===== src/rtl/mu_dac_ctl_if.sv =====
// Wishbone classic slave bus for the measure-unit threshold DAC controller.
interface mu_dac_ctl_if;
  logic [31:0] wb_dat_i;
  logic [31:0] wb_dat_o;
  logic [31:0] wb_adr_i;
  logic        wb_we_i;
  logic        wb_cyc_i;
  logic        wb_stb_i;
  logic [3:0]  wb_sel_i;
  logic        wb_ack_o;

  modport master (
    output wb_dat_i, wb_adr_i, wb_we_i, wb_cyc_i, wb_stb_i, wb_sel_i,
    input  wb_dat_o, wb_ack_o
  );

  modport slave (
    input  wb_dat_i, wb_adr_i, wb_we_i, wb_cyc_i, wb_stb_i, wb_sel_i,
    output wb_dat_o, wb_ack_o
  );
endinterface


===== src/rtl/mu_dac_ctl.sv =====
// N-channel comparator-threshold DAC controller: per-channel codes, broadcast,
// and one shared SPI engine serving pending channels in round-robin order.
module mu_dac_ctl #(
  parameter int N_CH        = 2,
  parameter int CODE_W      = 16,
  parameter int CLK_DIV     = 3,
  parameter int WAIT_CYCLES = 3
) (
  input  logic            wb_clk_i,
  input  logic            wb_rst_i,
  mu_dac_ctl_if.slave     wb,
  output logic [N_CH-1:0] dac_sync_o,
  output logic            dac_sclk_o,
  output logic            dac_sdi_o,
  output logic            busy_o
);
  localparam int CH_W  = (N_CH > 1) ? $clog2(N_CH) : 1;
  localparam int DIV_W = $clog2(2 * CLK_DIV + 1);
  localparam int GAP_W = $clog2(WAIT_CYCLES + 1);
  localparam logic [DIV_W-1:0] DIV_LAST = DIV_W'(2 * CLK_DIV - 1);
  localparam logic [DIV_W-1:0] DIV_HALF = DIV_W'(CLK_DIV);
  localparam logic [GAP_W-1:0] GAP_LAST = GAP_W'(WAIT_CYCLES - 1);
  localparam logic [4:0]       BIT_LAST = 5'd23;

  typedef enum logic [1:0] {IDLE, SHIFT, GAP} state_t;

  function automatic logic [31:0] merge_bytes(input logic [31:0] cur,
                                              input logic [31:0] wr,
                                              input logic [3:0]  sel);
    logic [31:0] m;
    m = cur;
    for (int b = 0; b < 4; b++)
      if (sel[b]) m[8*b +: 8] = wr[8*b +: 8];
    return m;
  endfunction

  logic              ack_q;
  logic [31:0]       dat_q;
  logic [CODE_W-1:0] code_q [N_CH];
  logic [CODE_W-1:0] bcast_q;
  logic [7:0]        prefix_q;
  logic [15:0]       frames_q;
  logic [N_CH-1:0]   pend_q, pend_set, pend_clr;

  state_t            state_q, state_d;
  logic [DIV_W-1:0]  div_q, div_d;
  logic [4:0]        bit_q, bit_d;
  logic [GAP_W-1:0]  gap_q, gap_d;
  logic [23:0]       shreg_q, shreg_d;
  logic [CH_W-1:0]   ch_q, ch_d, rr_q, rr_d, pick;
  logic              pick_vld, frame_done, busy;

  logic              wb_req, wb_wr, code_hit;
  logic [3:0]        word;
  logic [2:0]        code_off;
  logic [CH_W-1:0]   code_idx;
  logic [31:0]       cur_val, wr_val, rd_data;
  logic              unused_bits;

  assign wb_req   = wb.wb_cyc_i & wb.wb_stb_i & ~ack_q;
  assign wb_wr    = wb_req & wb.wb_we_i;
  assign word     = wb.wb_adr_i[5:2];
  assign code_off = word[2:0];
  assign code_hit = word[3] && (int'(code_off) < N_CH);
  assign code_idx = CH_W'(code_off);
  assign wb.wb_ack_o = ack_q;
  assign wb.wb_dat_o = dat_q;
  assign unused_bits = ^{wb.wb_adr_i[31:6], wb.wb_adr_i[1:0], wr_val[31:CODE_W]};

  // Current register value of the addressed word; also the base for byte merging
  always_comb begin
    cur_val = '0;
    case (word)
      4'd1:    cur_val[CODE_W-1:0] = bcast_q;
      4'd2:    cur_val[7:0]        = prefix_q;
      default: if (code_hit) cur_val[CODE_W-1:0] = code_q[code_idx];
    endcase
  end

  assign wr_val = merge_bytes(cur_val, wb.wb_dat_i, wb.wb_sel_i);

  always_comb begin
    rd_data = cur_val;
    case (word)
      4'd0: begin
        rd_data[16]       = busy;
        rd_data[N_CH-1:0] = pend_q;
      end
      4'd3:    rd_data[15:0] = frames_q;
      default: ;
    endcase
  end

  always_comb begin
    pend_set = '0;
    if (wb_wr) begin
      if (word == 4'd0) begin
        if (wb.wb_sel_i[0] && wb.wb_dat_i[0]) pend_set = '1;
      end else if (word == 4'd1) begin
        pend_set = '1;
      end else if (code_hit) begin
        pend_set[code_idx] = 1'b1;
      end
    end
  end

  // Bus register stage: ack, read data and register writes share the ack edge
  always_ff @(posedge wb_clk_i or posedge wb_rst_i) begin
    if (wb_rst_i) begin
      ack_q    <= 1'b0;
      dat_q    <= '0;
      bcast_q  <= '0;
      prefix_q <= '0;
      for (int i = 0; i < N_CH; i++) code_q[i] <= '0;
    end else begin
      ack_q <= wb_req;
      if (wb_req) dat_q <= rd_data;
      if (wb_wr) begin
        case (word)
          4'd1: begin
            bcast_q <= wr_val[CODE_W-1:0];
            for (int i = 0; i < N_CH; i++) code_q[i] <= wr_val[CODE_W-1:0];
          end
          4'd2:    prefix_q <= wr_val[7:0];
          default: if (code_hit) code_q[code_idx] <= wr_val[CODE_W-1:0];
        endcase
      end
    end
  end

  // First pending channel at or after rr_q, wrapping; lowest offset wins
  always_comb begin
    int idx;
    idx      = 0;
    pick_vld = 1'b0;
    pick     = '0;
    for (int k = N_CH - 1; k >= 0; k--) begin
      idx = int'(rr_q) + k;
      if (idx >= N_CH) idx = idx - N_CH;
      if (pend_q[CH_W'(idx)]) begin
        pick_vld = 1'b1;
        pick     = CH_W'(idx);
      end
    end
  end

  always_comb begin
    state_d    = state_q;
    div_d      = div_q;
    bit_d      = bit_q;
    gap_d      = gap_q;
    shreg_d    = shreg_q;
    ch_d       = ch_q;
    rr_d       = rr_q;
    pend_clr   = '0;
    frame_done = 1'b0;
    unique case (state_q)
      IDLE: begin
        if (pick_vld) begin
          state_d        = SHIFT;
          ch_d           = pick;
          rr_d           = (int'(pick) == N_CH - 1) ? '0 : pick + 1'b1;
          pend_clr[pick] = 1'b1;
          shreg_d        = {prefix_q, 16'(code_q[pick])};
          div_d          = '0;
          bit_d          = '0;
        end
      end
      SHIFT: begin
        if (div_q == DIV_LAST) begin
          div_d = '0;
          if (bit_q == BIT_LAST) begin
            state_d = GAP;
            gap_d   = '0;
          end else begin
            bit_d   = bit_q + 5'd1;
            shreg_d = {shreg_q[22:0], 1'b0};
          end
        end else begin
          div_d = div_q + 1'b1;
        end
      end
      GAP: begin
        if (gap_q == GAP_LAST) begin
          state_d    = IDLE;
          frame_done = 1'b1;
        end else begin
          gap_d = gap_q + 1'b1;
        end
      end
      default: state_d = IDLE;
    endcase
  end

  // Engine state stage; a set on the clear cycle keeps the channel pending
  always_ff @(posedge wb_clk_i or posedge wb_rst_i) begin
    if (wb_rst_i) begin
      state_q  <= IDLE;
      div_q    <= '0;
      bit_q    <= '0;
      gap_q    <= '0;
      ch_q     <= '0;
      rr_q     <= '0;
      pend_q   <= '0;
      frames_q <= '0;
    end else begin
      state_q <= state_d;
      div_q   <= div_d;
      bit_q   <= bit_d;
      gap_q   <= gap_d;
      ch_q    <= ch_d;
      rr_q    <= rr_d;
      pend_q  <= (pend_q & ~pend_clr) | pend_set;
      if (frame_done) frames_q <= frames_q + 16'd1;
    end
  end

  always_ff @(posedge wb_clk_i) begin
    shreg_q <= shreg_d;
  end

  assign busy   = (state_q != IDLE) | (|pend_q);
  assign busy_o = busy;

  always_comb begin
    dac_sync_o = '1;
    dac_sclk_o = 1'b1;
    dac_sdi_o  = 1'b0;
    if (state_q == SHIFT) begin
      dac_sync_o[ch_q] = 1'b0;
      dac_sclk_o       = (div_q < DIV_HALF);
      dac_sdi_o        = shreg_q[23];
    end
  end
endmodule


===== src/flat_wrapper.sv =====
// flat-port wrapper written by rule: the top's interface ports become plain ports
module mu_dac_ctl_flat 
#(
  parameter int N_CH        = 2,
  parameter int CODE_W      = 16,
  parameter int CLK_DIV     = 3,
  parameter int WAIT_CYCLES = 3
)
  (wb_clk_i, wb_rst_i, dac_sync_o, dac_sclk_o, dac_sdi_o, busy_o, wb_wb_dat_i, wb_wb_adr_i, wb_wb_we_i, wb_wb_cyc_i, wb_wb_stb_i, wb_wb_sel_i, wb_wb_dat_o, wb_wb_ack_o);
  mu_dac_ctl_if wb_i ();
  input  logic wb_clk_i;
  input  logic wb_rst_i;
  output logic [N_CH-1:0] dac_sync_o;
  output logic dac_sclk_o;
  output logic dac_sdi_o;
  output logic busy_o;
  input wire logic [$bits(wb_i.wb_dat_i)-1:0] wb_wb_dat_i;
  input wire logic [$bits(wb_i.wb_adr_i)-1:0] wb_wb_adr_i;
  input wire logic [$bits(wb_i.wb_we_i)-1:0] wb_wb_we_i;
  input wire logic [$bits(wb_i.wb_cyc_i)-1:0] wb_wb_cyc_i;
  input wire logic [$bits(wb_i.wb_stb_i)-1:0] wb_wb_stb_i;
  input wire logic [$bits(wb_i.wb_sel_i)-1:0] wb_wb_sel_i;
  output wire logic [$bits(wb_i.wb_dat_o)-1:0] wb_wb_dat_o;
  output wire logic [$bits(wb_i.wb_ack_o)-1:0] wb_wb_ack_o;
  assign wb_i.wb_dat_i = wb_wb_dat_i;
  assign wb_i.wb_adr_i = wb_wb_adr_i;
  assign wb_i.wb_we_i = wb_wb_we_i;
  assign wb_i.wb_cyc_i = wb_wb_cyc_i;
  assign wb_i.wb_stb_i = wb_wb_stb_i;
  assign wb_i.wb_sel_i = wb_wb_sel_i;
  assign wb_wb_dat_o = wb_i.wb_dat_o;
  assign wb_wb_ack_o = wb_i.wb_ack_o;
  mu_dac_ctl #(.N_CH(N_CH), .CODE_W(CODE_W), .CLK_DIV(CLK_DIV), .WAIT_CYCLES(WAIT_CYCLES)) u_core (.wb_clk_i(wb_clk_i), .wb_rst_i(wb_rst_i), .wb(wb_i), .dac_sync_o(dac_sync_o), .dac_sclk_o(dac_sclk_o), .dac_sdi_o(dac_sdi_o), .busy_o(busy_o));
endmodule

===== config.mk =====
export PLATFORM = sky130hd
export DESIGN_NAME = mu_dac_ctl_flat
export DESIGN_NICKNAME = d
export VERILOG_FILES = /design/src/rtl/mu_dac_ctl_if.sv /design/src/rtl/mu_dac_ctl.sv /design/src/flat_wrapper.sv
export SDC_FILE = /design/constraint.sdc
export NUM_CORES = 1
export LEC_CHECK = 0
export CORE_MARGIN = 1
export CORE_UTILIZATION = 55
export CTS_BUF_LIST = sky130_fd_sc_hd__clkbuf_4 sky130_fd_sc_hd__clkbuf_8
export DETAILED_ROUTE_END_ITERATION = 10
export GPL_TIMING_DRIVEN = 0
export PLACE_DENSITY_LB_ADDON = 0.08
export REMOVE_ABC_BUFFERS = 1
export SLEW_MARGIN = 20
export SYNTH_ARGS = -nofsm -noshare
export SYNTH_HDL_FRONTEND = slang
export SYNTH_SLANG_ARGS = --single-unit

===== constraint.sdc =====
create_clock -name wb_clk_i -period 5.9 [get_ports wb_clk_i]
set_input_delay 0.885 -clock wb_clk_i [delete_from_list [all_inputs] [get_ports wb_clk_i]]
set_output_delay 0.885 -clock wb_clk_i [all_outputs]
set_load 0.005 [all_outputs]

==> results.txt <==
Grt ovf - 0
TritonCTS clock tree - built
WP buf/inv - 2
Top FF cell, synth - dfrtp_1
Leakage - 3.375 nW
Core Footprint - 11,470 sq um
Register area share after synthesis - 51.86%
Post-synth EDFFs - 24
Post-Synthesis Cells - 571
FP Rows - 39
Setup TNS - 0 ns
Power density cells - 314.4 nW/um^2
Worst min path class - reg -> reg
Largest net degree at the start of global routing - 67
I/O pin count - 111
Clock Tree Root - clkbuf_8
Initial antenna violation count - 0
Final hold vios - 0
Hold buffer count at CTS - 0
Max Cap Violations - 0
H-tree Lvls - 4
Synthesized cell area - 6505 sq um
Die width - 110.8 microns
Unrepaired setup endpoints after global routing - false
Crit path cell chain - nor2b_4 -> buf_12 -> and2_1 -> clkdlybuf4s50_1
Layout area overhead - 14.68%
Avg WL per Cell - 18.91 microns
Max Root-Sink Buffers - 2
Tightest Pin Transition - 1.069 ns
Routed WL - 14.48 mm
Syn_area_per_cell - 11.39 sq um
Clk_skew - 0.009553 ns
Post_cts resized - 0
Period utilization - 55.55%
Vias in the first global route - 4,516
Final Max Slew Viols - 0
Die ar. - 12,270 sq um
Status - complete, no violations
DRC Markers - 0
Number of nets in the final layout - 686
Syn. warnings - 0
Die Span Y - 110.8 microns
Initial drt markers - 281
Distinct cells, synth - 62
Fillers - 914
Gpl congestion - 0.7800
Critical Path Max Stage Delay - 0.63 ns
Global-route wire length before repair - 23.81 mm
Crit path arrival time - 2.39 ns
Finished Core Util - 65.05%
Post-synth ARST share - 81.54%
IO Port Bufs - 49
1st-pass router iterations - 4
Worst IR Drop VDD - 0.2340 mV
Critical path required time - 5.02 ns
Slew margin rel. - 28.55%
Kind of critical path - reg -> out
CTS buffer count - 17
Min cycle time layout - 3.277 ns
Initial Util - 56.73%
# diodes - 0
Crit-path leading delay family - buffers and inverters
Critical path capture point type - output port
Reg clk slew, reported paths - 0.06 ns
Gr usage total - 25.39%
Antenna-violating nets left - 0
Share of layout cells above drive strength 1 - 20.87%
Worst path slowest cell - dfrtp_1
Worst Setup Start Kind - flip-flop
Setup-failing EPs final - 0
Via count - 4,526
Via density - 5.909
Clock insertion delay at the later pin of the skew report - 0.44 ns
Fmax - 0.3051 GHz
Clock sink total - 130
Post-DP HPWL - 9.810 mm
Post-CTS setup buffers - 0
Crit Path Max Fanout - 35
Number of synthesized register bits - 130
==> kinds of logic (layout without fill, tap and decap cells) <==
kind of cell / Yosys count / after routing / synth area share (%)
simple gates: 164 / 164 / 13.14
flops: 130 / 130 / 51.86
compound gates: 104 / 104 / 11.56
mux: 93 / 93 / 15.60
buf+inv: 59 / 97 / 4.924
xor+xnor: 17 / 17 / 2.289
fa+ha+maj: 3 / 3 / 0.5771
other cells: 1 / 15 / 0.05765
==> cells in the final DEF, fill, tap and decap left out, types with 3 or more instances in the layout <==
master and n:
o21ai_0 24, nand3_1 12, nand3b_1 8, clkdlybuf4s50_1 48, and3_1 3, ha_1 3, mux2_2 66, a21oi_1 18
mux2i_1 26, clkbuf_4 5, xnor2_1 13, nor2b_1 8, clkinv_2 4, a21o_1 8, or2_2 3, nand4b_1 3
nand4_1 5, dfrtp_1 106, a22o_1 7, a22oi_1 11, a221oi_1 9, nand2_1 70, xor2_1 4, nor2_1 21
edfxtp_1 24, a221o_1 6, conb_1 15, a2bb2oi_2 5, clkinv_1 5, nor3_1 8, inv_1 6, nand2b_1 4
clkbuf_8 19
==> where the power goes <==
group          switching, mW  total, mW  internal, mW  leakage [nW]
combinational          0.254      0.501         0.247          1.54
sequential            0.0923       1.16          1.06          1.64
clock                  0.318      0.689         0.371         0.194
total                  0.664       2.35          1.68          3.37
==> state kept, by name (all words and copies together) (netlist names), 3 cells and up <==
signal and count:
u_core.bcast_q 16, u_core.bit_q 5, u_core.code_q 32, u_core.div_q 3
u_core.frames_q 16, u_core.prefix_q 8, u_core.shreg_q 24, u_core.wb.wb_dat_o 17
==> worst min-delay path: stages (launching register included) <==
cell and delay [ns]:
dfrtp_1 0.34, nand2_1 0.05, nand2_1 0.05
==> per-layer routing <==
metal | global-route usage (%) | vias up | share of wire, % | wire (microns)
met5 | 0 | - | 0 | 0
met4 | 7.822 | 0 | 1.3 | 187
met3 | 6.452 | 18 | 5.3 | 763
met2 | 38.88 | 117 | 47 | 6837
met1 | 35.65 | 2273 | 46 | 6693
li1 | - | 2118 | - | -
==> cell type report <==
type	count	area (sq um)	area share, %
tap	143	178.9	2.399
timing repair buffer	56	608.1	8.152
sequential	130	3373	45.22
clock inverter	8	61.31	0.8219
multi-input combinational	396	2900	38.88
clock buffer	24	299.0	4.009
inverter	9	38.79	0.5200
==> metrics by stage <==
step | cell area, sq um | instances | hold WS, ns | setup WS (ns) | power (mW)
floorplan | 6271 | 535 | 0.4454 | 2.226 | 1.457
global placement | 6940 | 727 | 0.4525 | -0.5622 | 1.627
detailed placement | 7099 | 734 | 0.4640 | 2.377 | 1.675
CTS | 7460 | 766 | 0.4786 | 2.576 | 2.369
global route | 7460 | 766 | 0.4992 | 2.435 | 2.472
finish | 7460 | 766 | 0.4723 | 2.623 | 2.345
==> Yosys cell counts (all sizes together), types with 3 or more instances <==
cell type | number | area [sq um]
dfrtp | 106 | 2653
mux2i | 26 | 260.3
nor2b | 10 | 62.56
and3 | 3 | 18.77
a21oi | 19 | 95.09
o22a | 3 | 27.53
clkbuf | 14 | 53.80
nand2 | 72 | 275.3
nand3b | 8 | 60.06
inv | 7 | 26.28
ha | 3 | 37.54
a21o | 8 | 60.06
xor2 | 4 | 35.03
o21ai | 26 | 133.9
a22oi | 11 | 82.58
or2 | 3 | 18.77
nand2b | 4 | 25.02
xnor2 | 13 | 113.9
nor3 | 10 | 60.06
a221oi | 9 | 78.83
edfxtp | 24 | 720.7
nand3 | 12 | 60.06
nor2 | 21 | 78.83
buf | 36 | 232.7
a22o | 7 | 61.31
nand4 | 5 | 31.28
mux2 | 67 | 754.5
nand4b | 3 | 26.28
a2bb2oi | 5 | 75.07
or3b | 3 | 26.28
a221o | 7 | 71.32
==> worst paths after layout <==
check,from,to,slack (ns),cells past startpoint
worst max-delay path,u_core.state_q[0]$_DFFE_PP0P_,dac_sdi_o,2.62,4
worst min-delay path,u_core.wb.wb_dat_o[16]$_DFFE_PP0N_,u_core.wb.wb_dat_o[16]$_DFFE_PP0N_,0.47,2
worst max register to register,u_core.wb.wb_ack_o$_DFF_PP0_,u_core.prefix_q[5]$_DFFE_PP0P_,3.57,4
worst min register to register,u_core.wb.wb_dat_o[16]$_DFFE_PP0N_,u_core.wb.wb_dat_o[16]$_DFFE_PP0N_,0.47,2
max in group asynchronous,wb_rst_i,u_core.bcast_q[2]$_DFFE_PP0P_,4.42,3
min in group asynchronous,wb_rst_i,u_core.wb.wb_dat_o[12]$_DFFE_PP0N_,0.82,2
Note: power is estimated with default switching activity, not from simulation.
==> RTL edit, RTL diff (same flow settings) <==
Register the output `dac_sync_o`, cleared by the reset; this adds one clock of latency there. The other outputs are not delayed to match.
--- a/src/rtl/mu_dac_ctl.sv
+++ b/src/rtl/mu_dac_ctl.sv
@@ -24,6 +24,8 @@
 
   typedef enum logic [1:0] {IDLE, SHIFT, GAP} state_t;
 
+  logic [N_CH-1:0] dac_sync_d;
+
   function automatic logic [31:0] merge_bytes(input logic [31:0] cur,
                                               input logic [31:0] wr,
                                               input logic [3:0]  sel);
@@ -223,14 +225,22 @@
   assign busy_o = busy;
 
   always_comb begin
-    dac_sync_o = '1;
+    dac_sync_d = '1;
     dac_sclk_o = 1'b1;
     dac_sdi_o  = 1'b0;
     if (state_q == SHIFT) begin
-      dac_sync_o[ch_q] = 1'b0;
+      dac_sync_d[ch_q] = 1'b0;
       dac_sclk_o       = (div_q < DIV_HALF);
       dac_sdi_o        = shreg_q[23];
     end
   end
+  always_ff @(posedge wb_clk_i or posedge wb_rst_i) begin
+    if (wb_rst_i) begin
+      dac_sync_o <= '0;
+    end else begin
+      dac_sync_o <= dac_sync_d;
+    end
+  end
+
 endmodule
 
Function: changed (a bounded check fails within 4 cycles, from zero or initial values and one cycle with wb_rst_i high).
==> RTL edit against the original RTL <==
Setup slack worse by 0.024 ns; sequential cell count grew 2; count of clock-buffer cells in the layout decreased by 1; synthesized cell count is 4.0% higher; cell area is 0.59% lower; wire length grew 0.26%; global-route usage rose by 0.85 points; synthesized area is 0.83% lower; total power grew 4.6%; maximum frequency shrank 0.73%; die area is 0.82% lower; critical path type unchanged.
==> RTL edit: results (changes against the original RTL) <==
stage,metric,value,unit,change
status,status,finished clean,,unchanged
worst_setup_path,crit path max fanout,30,,was 35
placement,number of port buffers,49,,unchanged
yosys,Adder-Cell Fraction of Synth Area,0.582,%,was 0.577%
placement,DP Area,7020,µm²,was 7100 µm²
yosys,mux contribution to synthesized area,9.56,%,was 15.6%
final_layout,Biggest register,u_core.code_q,,unchanged
yosys,post-synth cell types,63,,was 62
final_layout,buffer share of cell area,8.54,%,was 8.15%
placement,post-DP HPWL,9780,µm,was 9810 µm
worst_setup_path,reg2reg setup slack,3.36,ns,was 3.57 ns
global_routing,Global Route Usage Sum,26.2,%,was 25.4%
global_routing,vias in the first global route,4487,,was 4516
worst_setup_path,Critical Path Source,u_core.state_q[0],,unchanged
final_layout,final non-filler cell area,7420,µm²,was 7460 µm²
cts,worst skew pair latency,0.44,ns,about the same
final_layout,Non-Clock Buffer Count,57,,was 56
min_path,Hold Crit Depth,1,,was 2
power_and_ir_drop,P_sw,0.706,mW,was 0.664 mW
worst_setup_path,max incr delay on CP,0.61,ns,was 0.63 ns
placement,Post-Place Setup Slack,2.42,ns,was 2.38 ns
final_layout,Nets,708,,was 686
yosys,Synth async-reset ratio,81.8,%,was 81.5%
yosys,Area contributors post-synth,"dfrtp_1, edfxtp_1, mux2_2",,"was dfrtp_1, mux2_2, edfxtp_1"
yosys,Synth Area in XOR/XNOR,2.44,%,was 2.29%
yosys,sequential share of the synthesized area,53.1,%,was 51.9%
worst_setup_path,CP Data Arrival Time,2.42,ns,was 2.39 ns
die,Well Taps,143,,unchanged
drt,DR pass1 iterations,7,,was 4
min_path,Worst Hold End,u_core.dac_sync_o[1],,was u_core.wb.wb_dat_o[16]
timing,FMAX,303,MHz,was 305 MHz
cts,clock sinks,132,,was 130
power_and_ir_drop,Seq pwr share,48.2,%,was 49.3%
final_layout,fillers,903,,was 914
drt,via count,4619,,was 4526
final_layout,ratio of cells with drive above 1 in the final layout,15.0,%,was 20.9%
worst_setup_path,Reg2Reg Capture Point,u_core.code_q[18],,was u_core.prefix_q[5]
final_layout,Multi-input gate area,2730,µm²,was 2900 µm²
drt,DR iter-0 viols,361,,was 281
timing,max_slew headroom,24.6,%,was 28.6%
yosys,top post-synthesis cells by count,"dfrtp_1, nand2_1, o21ai_0",,"was dfrtp_1, nand2_1, mux2_2"
final_layout,clock buf count,23,,was 24
min_path,hold path startpoint,u_core.ch_q,,was u_core.wb.wb_dat_o[16]
final_layout,clk cell area share,5.33,%,was 4.83%
timing,Clock Skews,0.00901,ns,was 0.00955 ns
global_routing,initial antenna violation count,0,,unchanged
power_and_ir_drop,Max VDD drop,0.228,mV,was 0.234 mV
yosys,Compound-Gate Fraction of Synth Area,14.1,%,was 11.6%
drt,WL final,14500,µm,about the same
power_and_ir_drop,Comb power frac,21.1,%,was 21.4%
power_and_ir_drop,Leakage,3.26,nW,was 3.37 nW
final_layout,inverter count,13,,was 9
final_layout,comb_multi_in,411,,was 396
global_routing,global-route wire length before repair,23100,µm,was 23800 µm
final_layout,sequential share of cell area,46.2,%,was 45.2%
placement,RePlAce Congestion,0.796,,was 0.780
RTL edit: cell count changes in the layout (fill, tap and decap cells not counted), moves of 6 or more:
cell / unedited run / this run
nand2_1: 70 / 89
mux2i_1: 26 / 20
a21oi_1: 18 / 28
mux2_2: 66 / 34
a222oi_1: 0 / 8
o21ai_1: 1 / 9
nor2b_1: 8 / 1
o21ai_0: 24 / 48
RTL edit: per-stage QoR:
stage | cells | hold WS, ns | power [mW]
after detailed placement | 756 | 0.436 | 1.72
after floorplan | 556 | 0.419 | 1.47
after global placement | 748 | 0.438 | 1.66
final | 788 | 0.440 | 2.45
after CTS | 788 | 0.444 | 2.47
after global routing | 788 | 0.460 | 2.59
RTL edit: layer usage:
metal / vias to the layer above / share of wire, % / routed length [µm] / track usage, %
met1: 2296 / 46 / 6710 / 35.8
met4: 0 / 1.7 / 243 / 9.40
met5: - / 0 / 0 / 0
met3: 21 / 3.7 / 544 / 5.35
met2: 117 / 48 / 7020 / 41.6
li1: 2185 / - / - / -
